[src/rtl/axi_lite_pkg.sv]
// Shared AXI-Lite definitions: response codes and the arbiter state encoding.
package axi_lite_pkg;

    // AXI response codes carried on RRESP / BRESP
    localparam logic [1:0] OKAY   = 2'b00;
    localparam logic [1:0] EXOKAY = 2'b01;
    localparam logic [1:0] SLVERR = 2'b10;
    localparam logic [1:0] DECERR = 2'b11;

    // Arbiter top-level state: idle, serving a read, serving a write
    typedef enum logic [1:0] {
        IDLE = 2'd0,
        RD   = 2'd1,
        WR   = 2'd2
    } arb_state_t;

    // Index that follows idx in round-robin order, wrapping at n-1 -> 0
    function automatic int rr_next(input int idx, input int n);
        return (idx >= n - 1) ? 0 : idx + 1;
    endfunction

endpackage

[src/rtl/rr_arbiter.sv]
// Combinational round-robin picker: scans requests starting at the pointer,
// wrapping at N-1 -> 0, and returns the first requester as one-hot and index.
module rr_arbiter #(
    parameter int N = 2,
    localparam int GW = (N > 1) ? $clog2(N) : 1
) (
    input  logic [N-1:0]  i_req,
    input  logic [GW-1:0] i_ptr,
    output logic [N-1:0]  o_grant,
    output logic [GW-1:0] o_grant_idx,
    output logic          o_valid
);

    int   w_idx;
    logic w_found;

    // Walk the N candidates in priority order beginning at the pointer
    always_comb begin
        o_grant     = '0;
        o_grant_idx = '0;
        o_valid     = 1'b0;
        w_found     = 1'b0;
        w_idx       = 0;
        for (int k = 0; k < N; k++) begin
            w_idx = int'(i_ptr) + k;
            if (w_idx >= N) begin
                w_idx = w_idx - N;
            end
            if (!w_found && (w_idx < N) && i_req[w_idx]) begin
                w_found          = 1'b1;
                o_grant[w_idx]   = 1'b1;
                o_grant_idx      = GW'(w_idx);
            end
        end
        o_valid = w_found;
    end

endmodule

[src/rtl/axi_lite_arbiter.sv]
// N-master to 1-slave AXI-Lite arbiter. One transaction in flight, round-robin
// fairness, responses routed back to the master that owns the grant.
//
// Handshake rule used on every channel: a beat transfers on the rising clock
// edge where VALID and READY are both high; a source keeps VALID and payload
// stable until that edge, and READY may depend combinationally on VALID.
module axi_lite_arbiter
    import axi_lite_pkg::*;
#(
    parameter int NUM_MASTERS = 2,
    parameter int ADDR_W      = 32,
    parameter int DATA_W      = 32,
    localparam int GW         = (NUM_MASTERS > 1) ? $clog2(NUM_MASTERS) : 1,
    localparam int SW         = DATA_W / 8
) (
    input  logic                          clock,
    input  logic                          reset,

    // Upstream masters, master i in slice [i*W +: W]
    input  logic [NUM_MASTERS*ADDR_W-1:0] m_araddr,
    input  logic [NUM_MASTERS-1:0]        m_arvalid,
    output logic [NUM_MASTERS-1:0]        m_arready,
    output logic [NUM_MASTERS*DATA_W-1:0] m_rdata,
    output logic [NUM_MASTERS*2-1:0]      m_rresp,
    output logic [NUM_MASTERS-1:0]        m_rvalid,
    input  logic [NUM_MASTERS-1:0]        m_rready,
    input  logic [NUM_MASTERS*ADDR_W-1:0] m_awaddr,
    input  logic [NUM_MASTERS-1:0]        m_awvalid,
    output logic [NUM_MASTERS-1:0]        m_awready,
    input  logic [NUM_MASTERS*DATA_W-1:0] m_wdata,
    input  logic [NUM_MASTERS*SW-1:0]     m_wstrb,
    input  logic [NUM_MASTERS-1:0]        m_wvalid,
    output logic [NUM_MASTERS-1:0]        m_wready,
    output logic [NUM_MASTERS*2-1:0]      m_bresp,
    output logic [NUM_MASTERS-1:0]        m_bvalid,
    input  logic [NUM_MASTERS-1:0]        m_bready,

    // Downstream slave
    output logic [ADDR_W-1:0]             s_araddr,
    output logic                          s_arvalid,
    input  logic                          s_arready,
    input  logic [DATA_W-1:0]             s_rdata,
    input  logic [1:0]                    s_rresp,
    input  logic                          s_rvalid,
    output logic                          s_rready,
    output logic [ADDR_W-1:0]             s_awaddr,
    output logic                          s_awvalid,
    input  logic                          s_awready,
    output logic [DATA_W-1:0]             s_wdata,
    output logic [SW-1:0]                 s_wstrb,
    output logic                          s_wvalid,
    input  logic                          s_wready,
    input  logic [1:0]                    s_bresp,
    input  logic                          s_bvalid,
    output logic                          s_bready,

    // Observation of internal arbitration state
    output arb_state_t                    o_dbg_state,
    output logic [GW-1:0]                 o_dbg_grant,
    output logic [GW-1:0]                 o_dbg_ptr
);

    // ------------------------------------------------------------------
    // Registers
    // ------------------------------------------------------------------
    arb_state_t r_state;
    arb_state_t w_next_state;
    logic [GW-1:0] r_grant;
    logic [GW-1:0] r_ptr;
    logic          r_ar_done;
    logic          r_aw_done;
    logic          r_w_done;

    // ------------------------------------------------------------------
    // Arbitration
    // ------------------------------------------------------------------
    logic [NUM_MASTERS-1:0] w_req;
    logic [NUM_MASTERS-1:0] w_win_oh;
    logic [GW-1:0]          w_win_idx;
    logic                   w_win_valid;
    logic                   w_win_rd;
    logic [GW-1:0]          w_next_ptr;

    assign w_req = m_arvalid | m_awvalid;

    rr_arbiter #(
        .N (NUM_MASTERS)
    ) u_rr (
        .i_req       (w_req),
        .i_ptr       (r_ptr),
        .o_grant     (w_win_oh),
        .o_grant_idx (w_win_idx),
        .o_valid     (w_win_valid)
    );

    // A master asking for both read and write is served the read first
    assign w_win_rd   = |(w_win_oh & m_arvalid);
    assign w_next_ptr = GW'(rr_next(int'(r_grant), NUM_MASTERS));

    // ------------------------------------------------------------------
    // Granted master's inputs and channel handshakes
    // ------------------------------------------------------------------
    logic w_g_arvalid;
    logic w_g_rready;
    logic w_g_awvalid;
    logic w_g_wvalid;
    logic w_g_bready;
    logic w_ar_hs;
    logic w_r_hs;
    logic w_aw_hs;
    logic w_w_hs;
    logic w_b_hs;
    logic w_wr_both;

    assign w_g_arvalid = m_arvalid[r_grant];
    assign w_g_rready  = m_rready[r_grant];
    assign w_g_awvalid = m_awvalid[r_grant];
    assign w_g_wvalid  = m_wvalid[r_grant];
    assign w_g_bready  = m_bready[r_grant];

    assign w_ar_hs   = s_arvalid & s_arready;
    assign w_r_hs    = s_rvalid  & s_rready;
    assign w_aw_hs   = s_awvalid & s_awready;
    assign w_w_hs    = s_wvalid  & s_wready;
    assign w_b_hs    = s_bvalid  & s_bready;
    assign w_wr_both = r_aw_done & r_w_done;

    // ------------------------------------------------------------------
    // FSM
    // ------------------------------------------------------------------

    // State register
    always_ff @(posedge clock) begin
        if (reset) begin
            r_state <= IDLE;
        end else begin
            r_state <= w_next_state;
        end
    end

    // Next state: leave IDLE on any request, return after the response beat
    always_comb begin
        w_next_state = r_state;
        case (r_state)
            IDLE: begin
                if (w_win_valid) begin
                    w_next_state = w_win_rd ? RD : WR;
                end
            end
            RD: begin
                if (w_r_hs) begin
                    w_next_state = IDLE;
                end
            end
            WR: begin
                if (w_b_hs) begin
                    w_next_state = IDLE;
                end
            end
            default: w_next_state = IDLE;
        endcase
    end

    // Grant, pointer and per-channel completion flags
    always_ff @(posedge clock) begin
        if (reset) begin
            r_grant   <= '0;
            r_ptr     <= '0;
            r_ar_done <= 1'b0;
            r_aw_done <= 1'b0;
            r_w_done  <= 1'b0;
        end else begin
            case (r_state)
                IDLE: begin
                    if (w_win_valid) begin
                        r_grant <= w_win_idx;
                    end
                end
                RD: begin
                    if (w_ar_hs) begin
                        r_ar_done <= 1'b1;
                    end
                    if (w_r_hs) begin
                        r_ar_done <= 1'b0;
                        r_ptr     <= w_next_ptr;
                    end
                end
                WR: begin
                    if (w_aw_hs) begin
                        r_aw_done <= 1'b1;
                    end
                    if (w_w_hs) begin
                        r_w_done <= 1'b1;
                    end
                    if (w_b_hs) begin
                        r_aw_done <= 1'b0;
                        r_w_done  <= 1'b0;
                        r_ptr     <= w_next_ptr;
                    end
                end
                default: begin
                    r_ar_done <= 1'b0;
                    r_aw_done <= 1'b0;
                    r_w_done  <= 1'b0;
                end
            endcase
        end
    end

    // ------------------------------------------------------------------
    // Payload muxes (selected by the registered grant) and broadcasts
    // ------------------------------------------------------------------
    assign s_araddr = m_araddr[int'(r_grant)*ADDR_W +: ADDR_W];
    assign s_awaddr = m_awaddr[int'(r_grant)*ADDR_W +: ADDR_W];
    assign s_wdata  = m_wdata[int'(r_grant)*DATA_W +: DATA_W];
    assign s_wstrb  = m_wstrb[int'(r_grant)*SW +: SW];

    // Response payloads go to every master; only the granted one sees valid
    assign m_rdata = {NUM_MASTERS{s_rdata}};
    assign m_rresp = {NUM_MASTERS{s_rresp}};
    assign m_bresp = {NUM_MASTERS{s_bresp}};

    // ------------------------------------------------------------------
    // Channel valid/ready routing
    // ------------------------------------------------------------------

    // Read address and read data: forwarded only while serving a read
    always_comb begin
        s_arvalid = 1'b0;
        s_rready  = 1'b0;
        m_arready = '0;
        m_rvalid  = '0;
        if (r_state == RD) begin
            s_arvalid          = !r_ar_done & w_g_arvalid;
            m_arready[r_grant] = !r_ar_done & s_arready;
            s_rready           = w_g_rready;
            m_rvalid[r_grant]  = s_rvalid;
        end
    end

    // Write address and write data: independent, each masked once accepted
    always_comb begin
        s_awvalid = 1'b0;
        s_wvalid  = 1'b0;
        m_awready = '0;
        m_wready  = '0;
        if (r_state == WR) begin
            s_awvalid          = !r_aw_done & w_g_awvalid;
            m_awready[r_grant] = !r_aw_done & s_awready;
            s_wvalid           = !r_w_done & w_g_wvalid;
            m_wready[r_grant]  = !r_w_done & s_wready;
        end
    end

    // Write response: only accepted once both AW and W have transferred
    always_comb begin
        s_bready = 1'b0;
        m_bvalid = '0;
        if ((r_state == WR) && w_wr_both) begin
            s_bready          = w_g_bready;
            m_bvalid[r_grant] = s_bvalid;
        end
    end

    // ------------------------------------------------------------------
    // Debug view
    // ------------------------------------------------------------------
    assign o_dbg_state = r_state;
    assign o_dbg_grant = r_grant;
    assign o_dbg_ptr   = r_ptr;

endmodule

[config.mk]
export PLATFORM = sky130hd
export DESIGN_NAME = axi_lite_arbiter
export DESIGN_NICKNAME = d
export VERILOG_FILES = /design/src/rtl/axi_lite_pkg.sv /design/src/rtl/rr_arbiter.sv /design/src/rtl/axi_lite_arbiter.sv
export SDC_FILE = /design/constraint.sdc
export NUM_CORES = 1
export LEC_CHECK = 0
export CAP_MARGIN = 40
export CORE_AREA = 4 4 171 173
export DETAILED_ROUTE_END_ITERATION = 7
export DIE_AREA = 0 0 175 177
export PLACE_DENSITY = 0.43
export SLEW_MARGIN = 15
export SYNTH_ARGS = -nofsm -noshare
export SYNTH_HDL_FRONTEND = slang
export SYNTH_HIERARCHICAL = 1
export SYNTH_SLANG_ARGS = --single-unit
export TNS_END_PERCENT = 20
[constraint.sdc]
create_clock -name clock -period 5.26 [get_ports clock]
set_input_delay 1.315 -clock clock [delete_from_list [all_inputs] [get_ports clock]]
set_output_delay 1.315 -clock clock [all_outputs]
set_load 0.1 [all_outputs]
==> impl_metrics.tcl <==
set metrics [dict create \
    routed-via-count 2828 \
    yosysSeqAreaShare 0.05964 \
    start_util 0.08505 \
    r2r_cells 4 \
    post_dp_cell_area_um2 5356 \
    core_area_um2 27630 \
    post_cts_buffers 0 \
    cts_buffer_depth 2 \
    chipWidth_um 175 \
    drt-pass1-iter-count 4 \
    crit_chain "clkdlybuf4s50_1 > nand3_1 > nor3_1 > buf_4" \
    synth_area_um2 2350 \
    area_growth_pct 131.3 \
    async_reset_ff_frac 0 \
    r2r_slack_ns 3.40 \
    insertion_delay_ns 0.23 \
    worstMarginPinSlew_ns 0.7689 \
    numCtsBuffers 3 \
    yosys.cell_types.count 28 \
    start_kind "input port" \
    place_congestion 0.6907 \
    layout_setup_ws_ns 1.399 \
    status "finished clean" \
    worstPathArrival_ns 2.55 \
    max_cap_viol_count 0 \
    postSynthAreaPerCell_um2 9.108 \
    final_design_area_no_fill_um2 5435 \
    wl_mm 13.99 \
    finalCritPeriodShare 0.7340 \
    endpoint "m_bvalid[1]" \
    ys_warn_count 6 \
    cts_resized 0 \
    cts_tree "done" \
    cp-end-kind "output port" \
    antenna_found_initial 0 \
    grt_pass1_wl_mm 19.03 \
    crit_required_ns 3.94 \
    routed_via_density 3.170 \
    worst-setup-path-type "input port to output port" \
    p_per_area_nw_per_um2 220.0 \
    drt-wirelength-per-cell_um 15.68 \
    netlist_instances 258 \
    rsz0062_at_grt "false" \
    synth_flop_cell "dfxtp_1" \
    final_nets 768 \
    grt_usage 0.07893 \
    timing.rr.start "o_dbg_grant" \
    min_period_ns 3.861 \
    syn_nets 511 \
    worst_path_largest_cell_delay_ns 0.47 \
    drtIter0Drc 58 \
    die_h_um 177 \
    portBuffers 335 \
    cp_max_fo 5 \
    finalHoldViolations 0 \
    io_pins 444 \
    p_leak_nw 2.058 \
    slew_violations 0 \
    std_cell_rows 61 \
    drc 0 \
    dp_slack_ns 1.365 \
    die-area_um2 30980 \
    r2r-end "r_w_done" \
    grt_max_degree 57 \
    ys_ff_latch 7 \
    critPathSlowestCell "clkdlybuf4s50_1" \
    cts_root_buffer "clkbuf_16" \
    htreeDepth 1 \
    ir_drop_mv 0.09150 \
    grt_pass1_vias 2947 \
    hold_path_class "register to register" \
    finClkSkew_ns 0.0005837 \
    relSlewSlack 0.4874 \
    clock.fmax_mhz 259.0 \
    critical_path.startpoint "s_bvalid" \
    dp_hpwl_mm 12.35 \
    final_layout_size_suffix_gt1_frac 0.4514 \
    setup_viol 0 \
    gr-total-overflow 0 \
    antenna_cells 0 \
    ctsHoldBuffers 0 \
    clock-sinks 7 \
    synth-edff-count 0 \
    postRouteAntennaNets 0 \
    path_clk_slew_ns 0.03 \
]
state kept, by name, summed over array words and instances (netlist names):
| name | flops |
|---|---|
| o_dbg_state | 2 |
| r_ar_done | 1 |
| r_aw_done | 1 |
| o_dbg_grant | 1 |
| r_w_done | 1 |
| o_dbg_ptr | 1 |
worst min path at each step:
stage                     startpoint        end  slack, ns  cells after the start
after floorplan            r_ar_done  r_ar_done       0.55                      3
after global placement     r_ar_done  r_ar_done       0.60                      3
after detailed placement   r_ar_done  r_ar_done       0.60                      3
after CTS                  r_ar_done  r_ar_done       0.61                      3
after global routing       r_ar_done  r_ar_done       0.66                      3
final                      r_ar_done  r_ar_done       0.61                      3
power by group:
group / internal [mW] / leakage (nW) / switching [mW]
sequential: 0.0571 / 0.0578 / 0.0110
clock: 0.101 / 0.0382 / 0.0265
combinational: 0.326 / 1.96 / 0.674
total: 0.484 / 2.06 / 0.712
per-stage QoR:
| step | TNS, ns | instances | hold WS (ns) | utilization | total power, mW |
|---|---|---|---|---|---|
| after floorplan | -1.950 | 258 | 0.5514 | - | 1.021 |
| after global placement | 0 | 884 | 0.6011 | 0.1899 | 1.061 |
| after detailed placement | 0 | 888 | 0.6039 | 0.1939 | 1.076 |
| after CTS | 0 | 892 | 0.6107 | 0.1967 | 1.208 |
| after global routing | 0 | 892 | 0.6590 | 0.1967 | 1.239 |
| final | 0 | 892 | 0.6104 | 0.1967 | 1.196 |
cell usage after synthesis (2+ instances only):
cell type,count,area (um^2)
a211oi_1,3,22.52
a211oi_2,2,25.02
a21boi_0,3,22.52
buf_2,9,45.04
buf_4,74,555.5
buf_6,5,56.30
dfxtp_1,7,140.1
inv_1,8,30.03
mux2_2,101,1137
mux2i_1,6,60.06
nand2b_4,2,27.53
nand3b_1,3,22.52
nor2_1,7,26.28
nor3_1,5,25.02
nor4_1,5,31.28
o21ai_0,2,10.01
o21bai_1,2,15.01
o31a_1,3,26.28
or2_2,2,12.51
metal layers:
metal  wire length (um)  global-route usage  vias up
met5                  0                   0        -
met4                 74            0.007529        0
met3               1546             0.03290        8
met2               6762              0.1339      223
met1               5602             0.09749     1248
li1                   -                   -     1349
logic make-up (layout without fill, tap and decap cells):
family	Yosys count	in the layout	synth area share
multiplexers	107	107	0.5096
buffers and inverters	97	353	0.2939
AND/OR/NAND/NOR	30	30	0.07774
AO/OA/AOI/OAI	17	17	0.05910
flip-flops	7	7	0.05964
final cells by class:
cell class / instances / area, um^2
clock buffer: 4 / 78.83
fill: 3089 / 22190
inverter: 8 / 30.03
multi-input combinational: 154 / 1519
sequential: 7 / 143.9
tap: 378 / 473.0
timing repair buffer: 341 / 3191
placed cells by master (no fill, tap or decap), types with 2 or more instances in the layout:
| cell type | instances |
|---|---|
| a211oi_1 | 3 |
| a211oi_2 | 2 |
| a21boi_0 | 3 |
| buf_16 | 4 |
| buf_4 | 117 |
| clkbuf_16 | 3 |
| clkdlybuf4s50_1 | 220 |
| dfxtp_1 | 6 |
| inv_1 | 8 |
| mux2_2 | 101 |
| mux2i_1 | 6 |
| nand2b_4 | 2 |
| nand3b_1 | 3 |
| nor2_1 | 7 |
| nor3_1 | 5 |
| nor4_1 | 5 |
| o21ai_0 | 2 |
| o21bai_1 | 2 |
| o31a_1 | 3 |
| or2_2 | 2 |
critical path: cells and delay by family:
kind                   cells  cell delay [ns]
buffers and inverters      2             0.80
and+or+nand+nor            2             0.42
Note: power is estimated with default switching activity, not from simulation.
